[src/rtl/id_scoreboard_if.sv]
// Issue/complete/hazard bundle between the ID stage and its register scoreboard.
// The master is the ID stage and the slave is the scoreboard.
interface id_scoreboard_if #(
  parameter int NREG = 32,
  parameter int AW   = 5,
  parameter int NRD  = 2,
  parameter int CW   = 3
);
  logic              id_valid;
  logic              ext_stall;
  logic [NRD-1:0]    rd_en;
  logic [NRD*AW-1:0] rd_addr;
  logic              wr_en;
  logic [AW-1:0]     wr_addr;
  logic [CW-1:0]     wr_lat;
  logic              cmpl_valid;
  logic [AW-1:0]     cmpl_addr;
  logic              stallreq;
  logic [NREG-1:0]   busy_vec;
  logic [31:0]       stall_cnt;

  modport master (
    output id_valid, ext_stall,
    output rd_en, rd_addr,
    output wr_en, wr_addr, wr_lat,
    output cmpl_valid, cmpl_addr,
    input  stallreq, busy_vec, stall_cnt
  );

  modport slave (
    input  id_valid, ext_stall,
    input  rd_en, rd_addr,
    input  wr_en, wr_addr, wr_lat,
    input  cmpl_valid, cmpl_addr,
    output stallreq, busy_vec, stall_cnt
  );
endinterface

[src/rtl/id_scoreboard.sv]
// Per-register pending-write scoreboard for the ID stage.
// Tracks fixed-latency countdowns and variable-latency pending bits.
module id_scoreboard #(
  parameter int NREG = 32,
  parameter int AW   = 5,
  parameter int NRD  = 2,
  parameter int CW   = 3
) (
  input logic             clk,
  input logic             rst_n,
  id_scoreboard_if.slave  sb
);

  logic [NREG-1:0][CW-1:0] cnt_q;
  logic [NREG-1:0]         pend_q;
  logic [NREG-1:0]         busy;
  logic [NRD-1:0]          hit;
  logic [31:0]             stall_q;
  logic                    stall;
  logic                    acc;
  logic                    issue;

  always_comb begin
    busy = '0;
    for (int r = 1; r < NREG; r++) begin
      busy[r] = pend_q[r] | (cnt_q[r] != '0);
    end
  end

  // A same-cycle variable-latency completion is forwarded from WB.
  always_comb begin
    hit = '0;
    for (int i = 0; i < NRD; i++) begin
      logic [AW-1:0] a;
      logic          fwd;
      a = sb.rd_addr[i*AW +: AW];
      fwd = sb.cmpl_valid
          & (sb.cmpl_addr == a)
          & pend_q[a];
      hit[i] = sb.id_valid
             & sb.rd_en[i]
             & (a != '0)
             & busy[a]
             & ~fwd;
    end
  end

  assign stall = |hit;
  assign acc   = sb.id_valid & ~stall & ~sb.ext_stall;
  assign issue = acc & sb.wr_en & (sb.wr_addr != '0);

  // Later assignments override: decrement, then completion, then issue.
  always_ff @(posedge clk or negedge rst_n) begin
    if (!rst_n) begin
      cnt_q  <= '0;
      pend_q <= '0;
    end else begin
      for (int r = 1; r < NREG; r++) begin
        if (!sb.ext_stall && cnt_q[r] != '0) begin
          cnt_q[r] <= cnt_q[r] - CW'(1);
        end
        if (sb.cmpl_valid && sb.cmpl_addr == AW'(r)) begin
          pend_q[r] <= 1'b0;
        end
        if (issue && sb.wr_addr == AW'(r)) begin
          if (sb.wr_lat != '0) begin
            cnt_q[r]  <= sb.wr_lat;
            pend_q[r] <= 1'b0;
          end else begin
            cnt_q[r]  <= '0;
            pend_q[r] <= 1'b1;
          end
        end
      end
    end
  end

  always_ff @(posedge clk or negedge rst_n) begin
    if (!rst_n) begin
      stall_q <= '0;
    end else if (stall && stall_q != '1) begin
      stall_q <= stall_q + 32'd1;
    end
  end

  assign sb.stallreq  = stall;
  assign sb.busy_vec  = busy;
  assign sb.stall_cnt = stall_q;

endmodule

[src/flat_wrapper.sv]
// flat-port wrapper written by rule: the top's interface ports become plain ports
module id_scoreboard_flat 
#(
  parameter int NREG = 32,
  parameter int AW   = 5,
  parameter int NRD  = 2,
  parameter int CW   = 3
)
  (clk, rst_n, sb_id_valid, sb_ext_stall, sb_rd_en, sb_rd_addr, sb_wr_en, sb_wr_addr, sb_wr_lat, sb_cmpl_valid, sb_cmpl_addr, sb_stallreq, sb_busy_vec, sb_stall_cnt);
  id_scoreboard_if #(.NREG(NREG), .AW(AW), .NRD(NRD), .CW(CW)) sb_i ();
  input logic clk;
  input logic rst_n;
  input wire logic [$bits(sb_i.id_valid)-1:0] sb_id_valid;
  input wire logic [$bits(sb_i.ext_stall)-1:0] sb_ext_stall;
  input wire logic [$bits(sb_i.rd_en)-1:0] sb_rd_en;
  input wire logic [$bits(sb_i.rd_addr)-1:0] sb_rd_addr;
  input wire logic [$bits(sb_i.wr_en)-1:0] sb_wr_en;
  input wire logic [$bits(sb_i.wr_addr)-1:0] sb_wr_addr;
  input wire logic [$bits(sb_i.wr_lat)-1:0] sb_wr_lat;
  input wire logic [$bits(sb_i.cmpl_valid)-1:0] sb_cmpl_valid;
  input wire logic [$bits(sb_i.cmpl_addr)-1:0] sb_cmpl_addr;
  output wire logic [$bits(sb_i.stallreq)-1:0] sb_stallreq;
  output wire logic [$bits(sb_i.busy_vec)-1:0] sb_busy_vec;
  output wire logic [$bits(sb_i.stall_cnt)-1:0] sb_stall_cnt;
  assign sb_i.id_valid = sb_id_valid;
  assign sb_i.ext_stall = sb_ext_stall;
  assign sb_i.rd_en = sb_rd_en;
  assign sb_i.rd_addr = sb_rd_addr;
  assign sb_i.wr_en = sb_wr_en;
  assign sb_i.wr_addr = sb_wr_addr;
  assign sb_i.wr_lat = sb_wr_lat;
  assign sb_i.cmpl_valid = sb_cmpl_valid;
  assign sb_i.cmpl_addr = sb_cmpl_addr;
  assign sb_stallreq = sb_i.stallreq;
  assign sb_busy_vec = sb_i.busy_vec;
  assign sb_stall_cnt = sb_i.stall_cnt;
  id_scoreboard #(.NREG(NREG), .AW(AW), .NRD(NRD), .CW(CW)) u_core (.clk(clk), .rst_n(rst_n), .sb(sb_i));
endmodule
[config.mk]
export PLATFORM = sky130hd
export DESIGN_NAME = id_scoreboard_flat
export DESIGN_NICKNAME = d
export VERILOG_FILES = /design/src/rtl/id_scoreboard_if.sv /design/src/rtl/id_scoreboard.sv /design/src/flat_wrapper.sv
export SDC_FILE = /design/constraint.sdc
export NUM_CORES = 1
export LEC_CHECK = 0
export CORE_AREA = 2 2 180 182
export CTS_CLUSTER_SIZE = 40
export DETAILED_ROUTE_END_ITERATION = 10
export DIE_AREA = 0 0 182 184
export GPL_ROUTABILITY_DRIVEN = 0
export PLACE_DENSITY_LB_ADDON = 0.15
export SLEW_MARGIN = 20
export SYNTH_ARGS = -nofsm -noshare
export SYNTH_HDL_FRONTEND = slang
export SYNTH_SLANG_ARGS = --single-unit
[constraint.sdc]
create_clock -name clk -period 9.7 [get_ports clk]
set_input_delay 2.425 -clock clk [delete_from_list [all_inputs] [get_ports clk]]
set_output_delay 2.425 -clock clk [all_outputs]
set_load 0.03 [all_outputs]
==> impl_metrics.xml, run 1 <==
<?xml version="1.0" encoding="UTF-8"?>
<metrics>
  <group name="synth">
    <metric name="number_of_enable_flip_flop_cells_after_synthesis" unit="">0</metric>
    <metric name="netlist.area_leader.share" unit="">0.3577</metric>
    <metric name="synthArstFlopShare" unit="">1.000</metric>
    <metric name="postSynthNetCount" unit="">1189</metric>
    <metric name="netlist_area" unit="sq um">10910</metric>
    <metric name="yosysSeqAreaShare" unit="">0.3577</metric>
    <metric name="syn_avg_cell_area" unit="sq um">9.966</metric>
    <metric name="yosys_warnings" unit="">1</metric>
    <metric name="synth_top_area_cell" unit="">sky130_fd_sc_hd__dfrtp_1</metric>
    <metric name="synth.ff_latch_count" unit="">156</metric>
    <metric name="ys_top_cells_by_area" unit="">sky130_fd_sc_hd__dfrtp_1, sky130_fd_sc_hd__mux2_2, sky130_fd_sc_hd__ha_1</metric>
    <metric name="synth_cell_type_count" unit="">64</metric>
    <metric name="postSynth.topFlopCell" unit="">sky130_fd_sc_hd__dfrtp_1</metric>
    <metric name="post_synth_inst_count" unit="">1095</metric>
  </group>
  <group name="global_route">
    <metric name="global_route.usage.met2" unit="">0.3096</metric>
    <metric name="gr-max-usage-layer" unit="">met2</metric>
    <metric name="grt_pass1_vias" unit="">8260</metric>
    <metric name="antenna_violations_before_repair" unit="">1</metric>
    <metric name="grt.met3_usage" unit="">0.03665</metric>
    <metric name="use_met1" unit="">0.2519</metric>
    <metric name="largest_net_degree_at_the_start_of_global_routing" unit="">65</metric>
    <metric name="globalRouteTotalUtil" unit="">0.1884</metric>
    <metric name="grt_first_pass_wirelength" unit="microns">48240</metric>
    <metric name="gr-total-overflow" unit="">0</metric>
  </group>
  <group name="power_and_ir_drop">
    <metric name="power_leakage" unit="nW">5.350</metric>
    <metric name="vdd.ir_drop.worst" unit="mV">0.1206</metric>
    <metric name="power_per_cell_area" unit="nW/um^2">249.5</metric>
  </group>
  <group name="critical_path">
    <metric name="setup.worst_path.start_class" unit="">input pin</metric>
    <metric name="timing.critical_path.fanout_max" unit="">11</metric>
    <metric name="worstPathArrival" unit="ns">5.85</metric>
    <metric name="worstSetupPathType" unit="">in -&gt; out</metric>
    <metric name="cp.required" unit="ns">7.28</metric>
    <metric name="crit_path_end_kind" unit="">output pin</metric>
  </group>
  <group name="cts">
    <metric name="clockRootBuffer" unit="">sky130_fd_sc_hd__clkbuf_16</metric>
    <metric name="clock_tree.buffer_depth" unit="">2</metric>
    <metric name="hold_fix_buffers_at_cts" unit="">0</metric>
    <metric name="cts.repair_timing.setup_buffer_count" unit="">0</metric>
    <metric name="postCtsResizedCells" unit="">0</metric>
    <metric name="clk_sinks" unit="">156</metric>
    <metric name="cts_max_level" unit="">4</metric>
    <metric name="clkLatencyLatePin" unit="ns">0.45</metric>
    <metric name="cts_made_buffers" unit="">17</metric>
    <metric name="clock_tree_from_tritoncts" unit="">yes</metric>
    <metric name="worst_setup_hold_path_clk_slew" unit="ns">0.08</metric>
  </group>
  <group name="route">
    <metric name="drt_pass1_iterations" unit="">7</metric>
    <metric name="drtIter0Drc" unit="">534</metric>
    <metric name="detail_route.wirelength" unit="microns">30580</metric>
    <metric name="drc" unit="">0</metric>
    <metric name="detail_route.vias_per_cell" unit="">5.217</metric>
    <metric name="routed_wire_length_per_instance" unit="microns">19.48</metric>
    <metric name="route.antenna.remaining_nets" unit="">0</metric>
    <metric name="via_count" unit="">8190</metric>
  </group>
  <group name="timing">
    <metric name="worst_pin_slew" unit="ns">1.033</metric>
    <metric name="timing.final.setup_violations" unit="">0</metric>
    <metric name="finalCritPeriodShare" unit="">0.8529</metric>
    <metric name="min_period" unit="ns">8.274</metric>
    <metric name="max_freq" unit="MHz">120.9</metric>
    <metric name="hold_viol_final" unit="">0</metric>
    <metric name="fin_tns_setup" unit="ns">0</metric>
    <metric name="hold-worst-slack" unit="ns">0.4958</metric>
    <metric name="report.final.slew_viol_count" unit="">0</metric>
    <metric name="slew_headroom" unit="">0.3107</metric>
    <metric name="timing.clock.skew" unit="ns">0.01511</metric>
    <metric name="unrepaired_setup_endpoints_after_global_routing" unit="">false</metric>
  </group>
  <group name="status">
    <metric name="run_status" unit="">finished clean</metric>
  </group>
  <group name="placement">
    <metric name="dp_cells" unit="">1538</metric>
    <metric name="buffer_ports.inserted" unit="">94</metric>
    <metric name="place.detailed.hpwl" unit="microns">21640</metric>
  </group>
  <group name="flow_run">
    <metric name="max_cap_viol_count" unit="">0</metric>
  </group>
  <group name="final_layout">
    <metric name="layout-drive-gt1-share" unit="">0.1849</metric>
    <metric name="most_frequent_standard_cell_in_the_layout_excluding_fill_and_tap_cells" unit="">sky130_fd_sc_hd__dfrtp_1</metric>
    <metric name="multiInputGateArea" unit="sq um">6251</metric>
    <metric name="flow.area_growth_from_synthesis" unit="%">16.89</metric>
    <metric name="finalNetCount" unit="">1249</metric>
    <metric name="nFillCells" unit="">3118</metric>
    <metric name="finish.utilization" unit="">0.4063</metric>
    <metric name="antenna_cells_inserted" unit="">0</metric>
    <metric name="final_cell_count_no_fill" unit="">1570</metric>
    <metric name="highest_count_cells_in_the_layout_ignoring_fill_and_taps" unit="">sky130_fd_sc_hd__dfrtp_1, sky130_fd_sc_hd__inv_1, sky130_fd_sc_hd__clkdlybuf4s50_1</metric>
    <metric name="layout.area.seq" unit="sq um">3904</metric>
  </group>
  <group name="die">
    <metric name="fp-row-count" unit="">65</metric>
    <metric name="y_dimension_of_the_die" unit="microns">184</metric>
    <metric name="number_of_i_o_pins" unit="">96</metric>
    <metric name="fp.dieArea" unit="sq um">33490</metric>
    <metric name="die_x" unit="microns">182</metric>
    <metric name="core-area" unit="sq um">31390</metric>
    <metric name="floorplan.initialDensity" unit="">0.3476</metric>
  </group>
  <group name="hold_path">
    <metric name="hold_path.class" unit="">reg -&gt; reg</metric>
  </group>
</metrics>
final cells by class:
| cell class | instances | area share |
|---|---|---|
| multi-input combinational | 753 | 0.4900 |
| sequential | 156 | 0.3060 |
| timing repair buffer | 104 | 0.07975 |
| tap | 402 | 0.03943 |
| inverter | 123 | 0.03619 |
| clock buffer | 17 | 0.03335 |
| clock inverter | 15 | 0.01520 |
critical path, stage by stage:
cell                              delay, ns
sky130_fd_sc_hd__clkdlybuf4s50_1       0.83
sky130_fd_sc_hd__buf_4                 0.31
sky130_fd_sc_hd__mux4_2                0.51
sky130_fd_sc_hd__mux2_2                0.28
sky130_fd_sc_hd__o311ai_0              0.42
sky130_fd_sc_hd__a32o_4                0.34
sky130_fd_sc_hd__clkdlybuf4s50_1       0.71
cell usage after synthesis (4+ instances only):
cell type	n
sky130_fd_sc_hd__a31oi_1	5
sky130_fd_sc_hd__nor2_1	57
sky130_fd_sc_hd__nor3b_1	19
sky130_fd_sc_hd__dfrtp_1	156
sky130_fd_sc_hd__xnor2_1	78
sky130_fd_sc_hd__nand4_1	14
sky130_fd_sc_hd__xor2_1	9
sky130_fd_sc_hd__o21ai_0	34
sky130_fd_sc_hd__or3_1	6
sky130_fd_sc_hd__nand2_1	52
sky130_fd_sc_hd__buf_2	11
sky130_fd_sc_hd__nor2b_1	10
sky130_fd_sc_hd__buf_6	6
sky130_fd_sc_hd__nand3_1	34
sky130_fd_sc_hd__mux2i_1	40
sky130_fd_sc_hd__clkbuf_1	41
sky130_fd_sc_hd__mux4_2	23
sky130_fd_sc_hd__and4_1	5
sky130_fd_sc_hd__ha_1	63
sky130_fd_sc_hd__nor3_2	20
sky130_fd_sc_hd__mux2_2	86
sky130_fd_sc_hd__nand3b_1	5
sky130_fd_sc_hd__nor3_1	10
sky130_fd_sc_hd__nand2b_1	7
sky130_fd_sc_hd__nor4b_1	5
sky130_fd_sc_hd__or3b_2	7
sky130_fd_sc_hd__a31o_2	13
sky130_fd_sc_hd__a21oi_1	74
sky130_fd_sc_hd__o211ai_1	5
sky130_fd_sc_hd__inv_1	121
sky130_fd_sc_hd__a21boi_0	4
sky130_fd_sc_hd__and3_1	12
sky130_fd_sc_hd__nor4_1	8
sky130_fd_sc_hd__mux2_4	9
power breakdown:
part           total [mW]  switching, mW  leakage, nW  internal (mW)
Sequential          0.990          0.123         1.95          0.867
Clock               0.705          0.352        0.300          0.353
Combinational        1.49          0.766         3.10          0.722
metrics by stage:
stage,worst slack [ns],cell area (sq um),total power [mW]
after floorplan,2.847,10910,2.109
after global placement,1.392,12140,2.471
after detailed placement,1.371,12140,2.501
after CTS,1.351,12760,3.221
after global routing,1.166,12760,3.435
final,1.426,12760,3.182
flip-flops by register name, indices dropped and copies added, names as in the netlist:
register / count
u_core.sb.stall_cnt: 32
u_core.cnt_q: 93
u_core.pend_q: 31
kinds of logic (layout without fill, tap and decap cells):
family          after synthesis  in the layout  synth area share
fa+ha+maj                    63             63           0.07223
xor+xnor                     87             87           0.06982
mux                         158            158            0.1853
flops                       156            156            0.3577
simple gates                294            294            0.1623
buf+inv                     186            259           0.07040
other cells                   1              1         0.0003436
compound gates              150            150           0.08186
final timing paths:
| kind | endpoint | cells past startpoint | slack (ns) | from |
|---|---|---|---|---|
| max reg2reg | u_core.cnt_q[5] | 11 | 5.36 | u_core.cnt_q[21] |
| max in group asynchronous | u_core.cnt_q[90] | 2 | 6.62 | rst_n |
| min | u_core.sb.stall_cnt[14] | 1 | 0.50 | u_core.sb.stall_cnt[14] |
| min in group asynchronous | u_core.cnt_q[6] | 1 | 1.87 | rst_n |
| min reg2reg | u_core.sb.stall_cnt[14] | 1 | 0.50 | u_core.sb.stall_cnt[14] |
| max | sb_stallreq | 7 | 1.43 | sb_rd_addr[5] |
per-layer routing:
| layer | share of wire | routed length (microns) |
|---|---|---|
| met5 | 0.00052 | 16 |
| met4 | 0.022 | 684 |
| met3 | 0.042 | 1290 |
| met2 | 0.46 | 14160 |
| met1 | 0.47 | 14430 |
No activity file was read; power rests on OpenSTA's default activity.
==> run 2, diff against run 1 <==
CORE_AREA = 2 2 151 153   (was 2 2 180 182)
DIE_AREA = 0 0 153 155   (was 0 0 182 184)
==> run 2 against run 1 <==
Against the previous run:
- wire length down 7.3%
- cell count shrank 7.5%
- fmax about the same
- worst setup slack got worse by 0.0076 ns
- critical path type unchanged
- via count increased by 1.7%
- cell area decreased by 1.5%
- first-iteration DRC count is 9.7% higher
==> impl_metrics.xml, run 2 (synthesis results as in run 1) <==
<?xml version="1.0" encoding="UTF-8"?>
<metrics>
  <group name="placement">
    <metric name="dpl-instance-area" unit="sq um">11980</metric>
    <metric name="place.detailed.hpwl" unit="microns">20220</metric>
    <metric name="buffer_ports.inserted" unit="">94</metric>
  </group>
  <group name="route">
    <metric name="drtIter0Drc" unit="">586</metric>
    <metric name="detail_route.vias_per_cell" unit="">5.736</metric>
    <metric name="route.antenna.remaining_nets" unit="">0</metric>
    <metric name="via_count" unit="">8328</metric>
    <metric name="routed_wire_length_per_instance" unit="microns">19.51</metric>
    <metric name="drt_pass1_iterations" unit="">5</metric>
    <metric name="drc" unit="">0</metric>
    <metric name="detail_route.wirelength" unit="microns">28330</metric>
  </group>
  <group name="critical_path">
    <metric name="setup.worst_path.start_class" unit="">input pin</metric>
    <metric name="cp.required" unit="ns">7.28</metric>
    <metric name="worstPathBufferInverterCount" unit="">2</metric>
    <metric name="crit_path_end_kind" unit="">output pin</metric>
    <metric name="cp.depth" unit="">8</metric>
    <metric name="r2r.worst_path.cells" unit="">12</metric>
    <metric name="crit_path_cell_trace" unit="">clkdlybuf4s50_1 -&gt; nor4b_1 -&gt; nor4_1 -&gt; or4_1 -&gt; a41oi_2 -&gt; nand4_1 -&gt; a32o_4 -&gt; clkdlybuf4s50_1</metric>
    <metric name="crit_top_cell" unit="">sky130_fd_sc_hd__clkdlybuf4s50_1</metric>
    <metric name="crit_slowest_cell" unit="">sky130_fd_sc_hd__clkdlybuf4s50_1</metric>
    <metric name="path_delay_family" unit="">buffers and inverters</metric>
    <metric name="cp-startpoint" unit="">sb_rd_addr[7]</metric>
    <metric name="worstPathArrival" unit="ns">5.86</metric>
    <metric name="slowest_delay" unit="ns">0.90</metric>
    <metric name="worstSetupPathType" unit="">in -&gt; out</metric>
    <metric name="timing.rr.start" unit="">u_core.cnt_q[72]</metric>
    <metric name="timing.critical_path.fanout_max" unit="">23</metric>
  </group>
  <group name="power_and_ir_drop">
    <metric name="power_per_cell_area" unit="nW/um^2">248.8</metric>
    <metric name="vdd.ir_drop.worst" unit="mV">0.1325</metric>
    <metric name="power_report.internal_total" unit="mW">1.933</metric>
    <metric name="pwr-share-seq" unit="">0.317</metric>
    <metric name="switchingPower" unit="mW">1.191</metric>
    <metric name="combPwrFrac" unit="">0.472</metric>
    <metric name="power.clock.fraction" unit="">0.210</metric>
    <metric name="power_leakage" unit="nW">5.322</metric>
    <metric name="p_sw_frac" unit="">0.3813</metric>
  </group>
  <group name="cts">
    <metric name="clkLatencyLatePin" unit="ns">0.44</metric>
    <metric name="cts_made_buffers" unit="">17</metric>
    <metric name="worst_setup_hold_path_clk_slew" unit="ns">0.08</metric>
    <metric name="clock_tree_from_tritoncts" unit="">yes</metric>
    <metric name="cts_max_level" unit="">4</metric>
    <metric name="clockRootBuffer" unit="">sky130_fd_sc_hd__clkbuf_16</metric>
    <metric name="postCtsResizedCells" unit="">0</metric>
    <metric name="clk_sinks" unit="">156</metric>
    <metric name="hold_fix_buffers_at_cts" unit="">0</metric>
    <metric name="cts.repair_timing.setup_buffer_count" unit="">0</metric>
    <metric name="clock_tree.buffer_depth" unit="">2</metric>
  </group>
  <group name="final_layout">
    <metric name="final_std_cell_area_no_fill" unit="sq um">12560</metric>
    <metric name="most_frequent_standard_cell_in_the_layout_excluding_fill_and_tap_cells" unit="">sky130_fd_sc_hd__dfrtp_1</metric>
    <metric name="highest_count_cells_in_the_layout_ignoring_fill_and_taps" unit="">sky130_fd_sc_hd__dfrtp_1, sky130_fd_sc_hd__inv_1, sky130_fd_sc_hd__clkdlybuf4s50_1</metric>
    <metric name="flip_flop_count_of_the_largest_register_after_layout" unit="">93</metric>
    <metric name="flow.area_growth_from_synthesis" unit="%">15.09</metric>
    <metric name="nFillCells" unit="">1979</metric>
    <metric name="finalNetCount" unit="">1248</metric>
    <metric name="layout-drive-gt1-share" unit="">0.1851</metric>
    <metric name="antenna_cells_inserted" unit="">0</metric>
    <metric name="regMostFlops" unit="">u_core.cnt_q</metric>
  </group>
  <group name="global_route">
    <metric name="use_met1" unit="">0.3234</metric>
    <metric name="globalRouteTotalUtil" unit="">0.2422</metric>
    <metric name="gr-max-usage-layer" unit="">met2</metric>
    <metric name="gr-total-overflow" unit="">0</metric>
    <metric name="grt_first_pass_wirelength" unit="microns">45110</metric>
    <metric name="grt.met3_usage" unit="">0.04262</metric>
    <metric name="global_route.usage.met2" unit="">0.4053</metric>
    <metric name="largest_net_degree_at_the_start_of_global_routing" unit="">88</metric>
    <metric name="antenna_violations_before_repair" unit="">1</metric>
    <metric name="grt_pass1_vias" unit="">8059</metric>
  </group>
  <group name="hold_path">
    <metric name="hold_path.class" unit="">reg -&gt; reg</metric>
    <metric name="worst_hold_startpoint" unit="">u_core.sb.stall_cnt[14]</metric>
    <metric name="hold_depth" unit="">1</metric>
  </group>
  <group name="die">
    <metric name="y_dimension_of_the_die" unit="microns">155</metric>
    <metric name="core-area" unit="sq um">22230</metric>
    <metric name="floorplan.initialDensity" unit="">0.4910</metric>
    <metric name="fp-row-count" unit="">55</metric>
    <metric name="die_x" unit="microns">153</metric>
    <metric name="number_of_i_o_pins" unit="">96</metric>
    <metric name="fp.dieArea" unit="sq um">23720</metric>
  </group>
  <group name="timing">
    <metric name="finalCritPeriodShare" unit="">0.8537</metric>
    <metric name="fin_tns_setup" unit="ns">0</metric>
    <metric name="worst_pin_slew" unit="ns">0.9754</metric>
    <metric name="max_freq" unit="MHz">120.8</metric>
    <metric name="timing.clock.skew" unit="ns">0.01466</metric>
    <metric name="unrepaired_setup_endpoints_after_global_routing" unit="">false</metric>
    <metric name="timing.final.setup_violations" unit="">0</metric>
    <metric name="slew_headroom" unit="">0.3490</metric>
    <metric name="min_period" unit="ns">8.281</metric>
    <metric name="hold_viol_final" unit="">0</metric>
    <metric name="report.final.slew_viol_count" unit="">0</metric>
  </group>
  <group name="status">
    <metric name="run_status" unit="">finished clean</metric>
  </group>
  <group name="flow_run">
    <metric name="max_cap_viol_count" unit="">0</metric>
  </group>
</metrics>
## run 2: final timing paths
check,end,slack [ns]
max,sb_stallreq,1.42
min,u_core.sb.stall_cnt[14],0.50
max reg2reg,u_core.cnt_q[59],5.40
min reg2reg,u_core.sb.stall_cnt[14],0.50
max in group asynchronous,u_core.pend_q[25],6.19
min in group asynchronous,u_core.cnt_q[39],2.06
## run 2: final cells by class
class	instances	area, sq um	share of cell area
Inverter	123	461.7	0.03676
Clock inverter	15	150.1	0.01195
Sequential cell	156	3904	0.3108
Clock buffer	17	425.4	0.03387
Timing Repair Buffer	103	1010	0.08039
Tap cell	285	356.6	0.02839
Multi-Input combinational cell	753	6252	0.4978
## run 2: power by group through the flow
| stage | registers (mW) | logic (mW) | clock network (mW) |
|---|---|---|---|
| final | 0.991 | 1.48 | 0.657 |
| after global routing | 1.02 | 1.64 | 0.701 |
| after CTS | 0.990 | 1.49 | 0.673 |
| after detailed placement | 1.00 | 1.48 | 0 |
| after global placement | 0.997 | 1.44 | 0 |
| after floorplan | 1.00 | 1.11 | 0 |
## run 2: worst register-to-register path, delay by kind of cell (launching register included)
family	cells	cell delay, ns
AO/OA/AOI/OAI	2	0.78
adder cells (fa/ha/maj)	1	0.19
buffers and inverters	3	0.69
flip-flops	1	0.36
multiplexers	2	0.69
AND/OR/NAND/NOR	4	1.48
## run 2: per-stage QoR
step,util,hold WS (ns),std cells,setup slack [ns],power (mW)
6_report,0.5650,0.4985,1452,1.419,3.124
5_1_grt,0.5650,0.5110,1452,1.273,3.360
4_1_cts,0.5650,0.5015,1452,1.463,3.151
3_5_place_dp,0.5391,0.4853,1420,1.470,2.482
3_3_place_gp,0.5391,0.4823,1420,1.526,2.440
2_1_floorplan,-,0.5364,1095,2.847,2.109
## run 2: routing by layer
layer  up-vias  wire length [microns]
met2       268                  13560
met3        54                   1607
met4         2                    676
met5         -                     13
met1      4099                  12480
li1       3905                      -
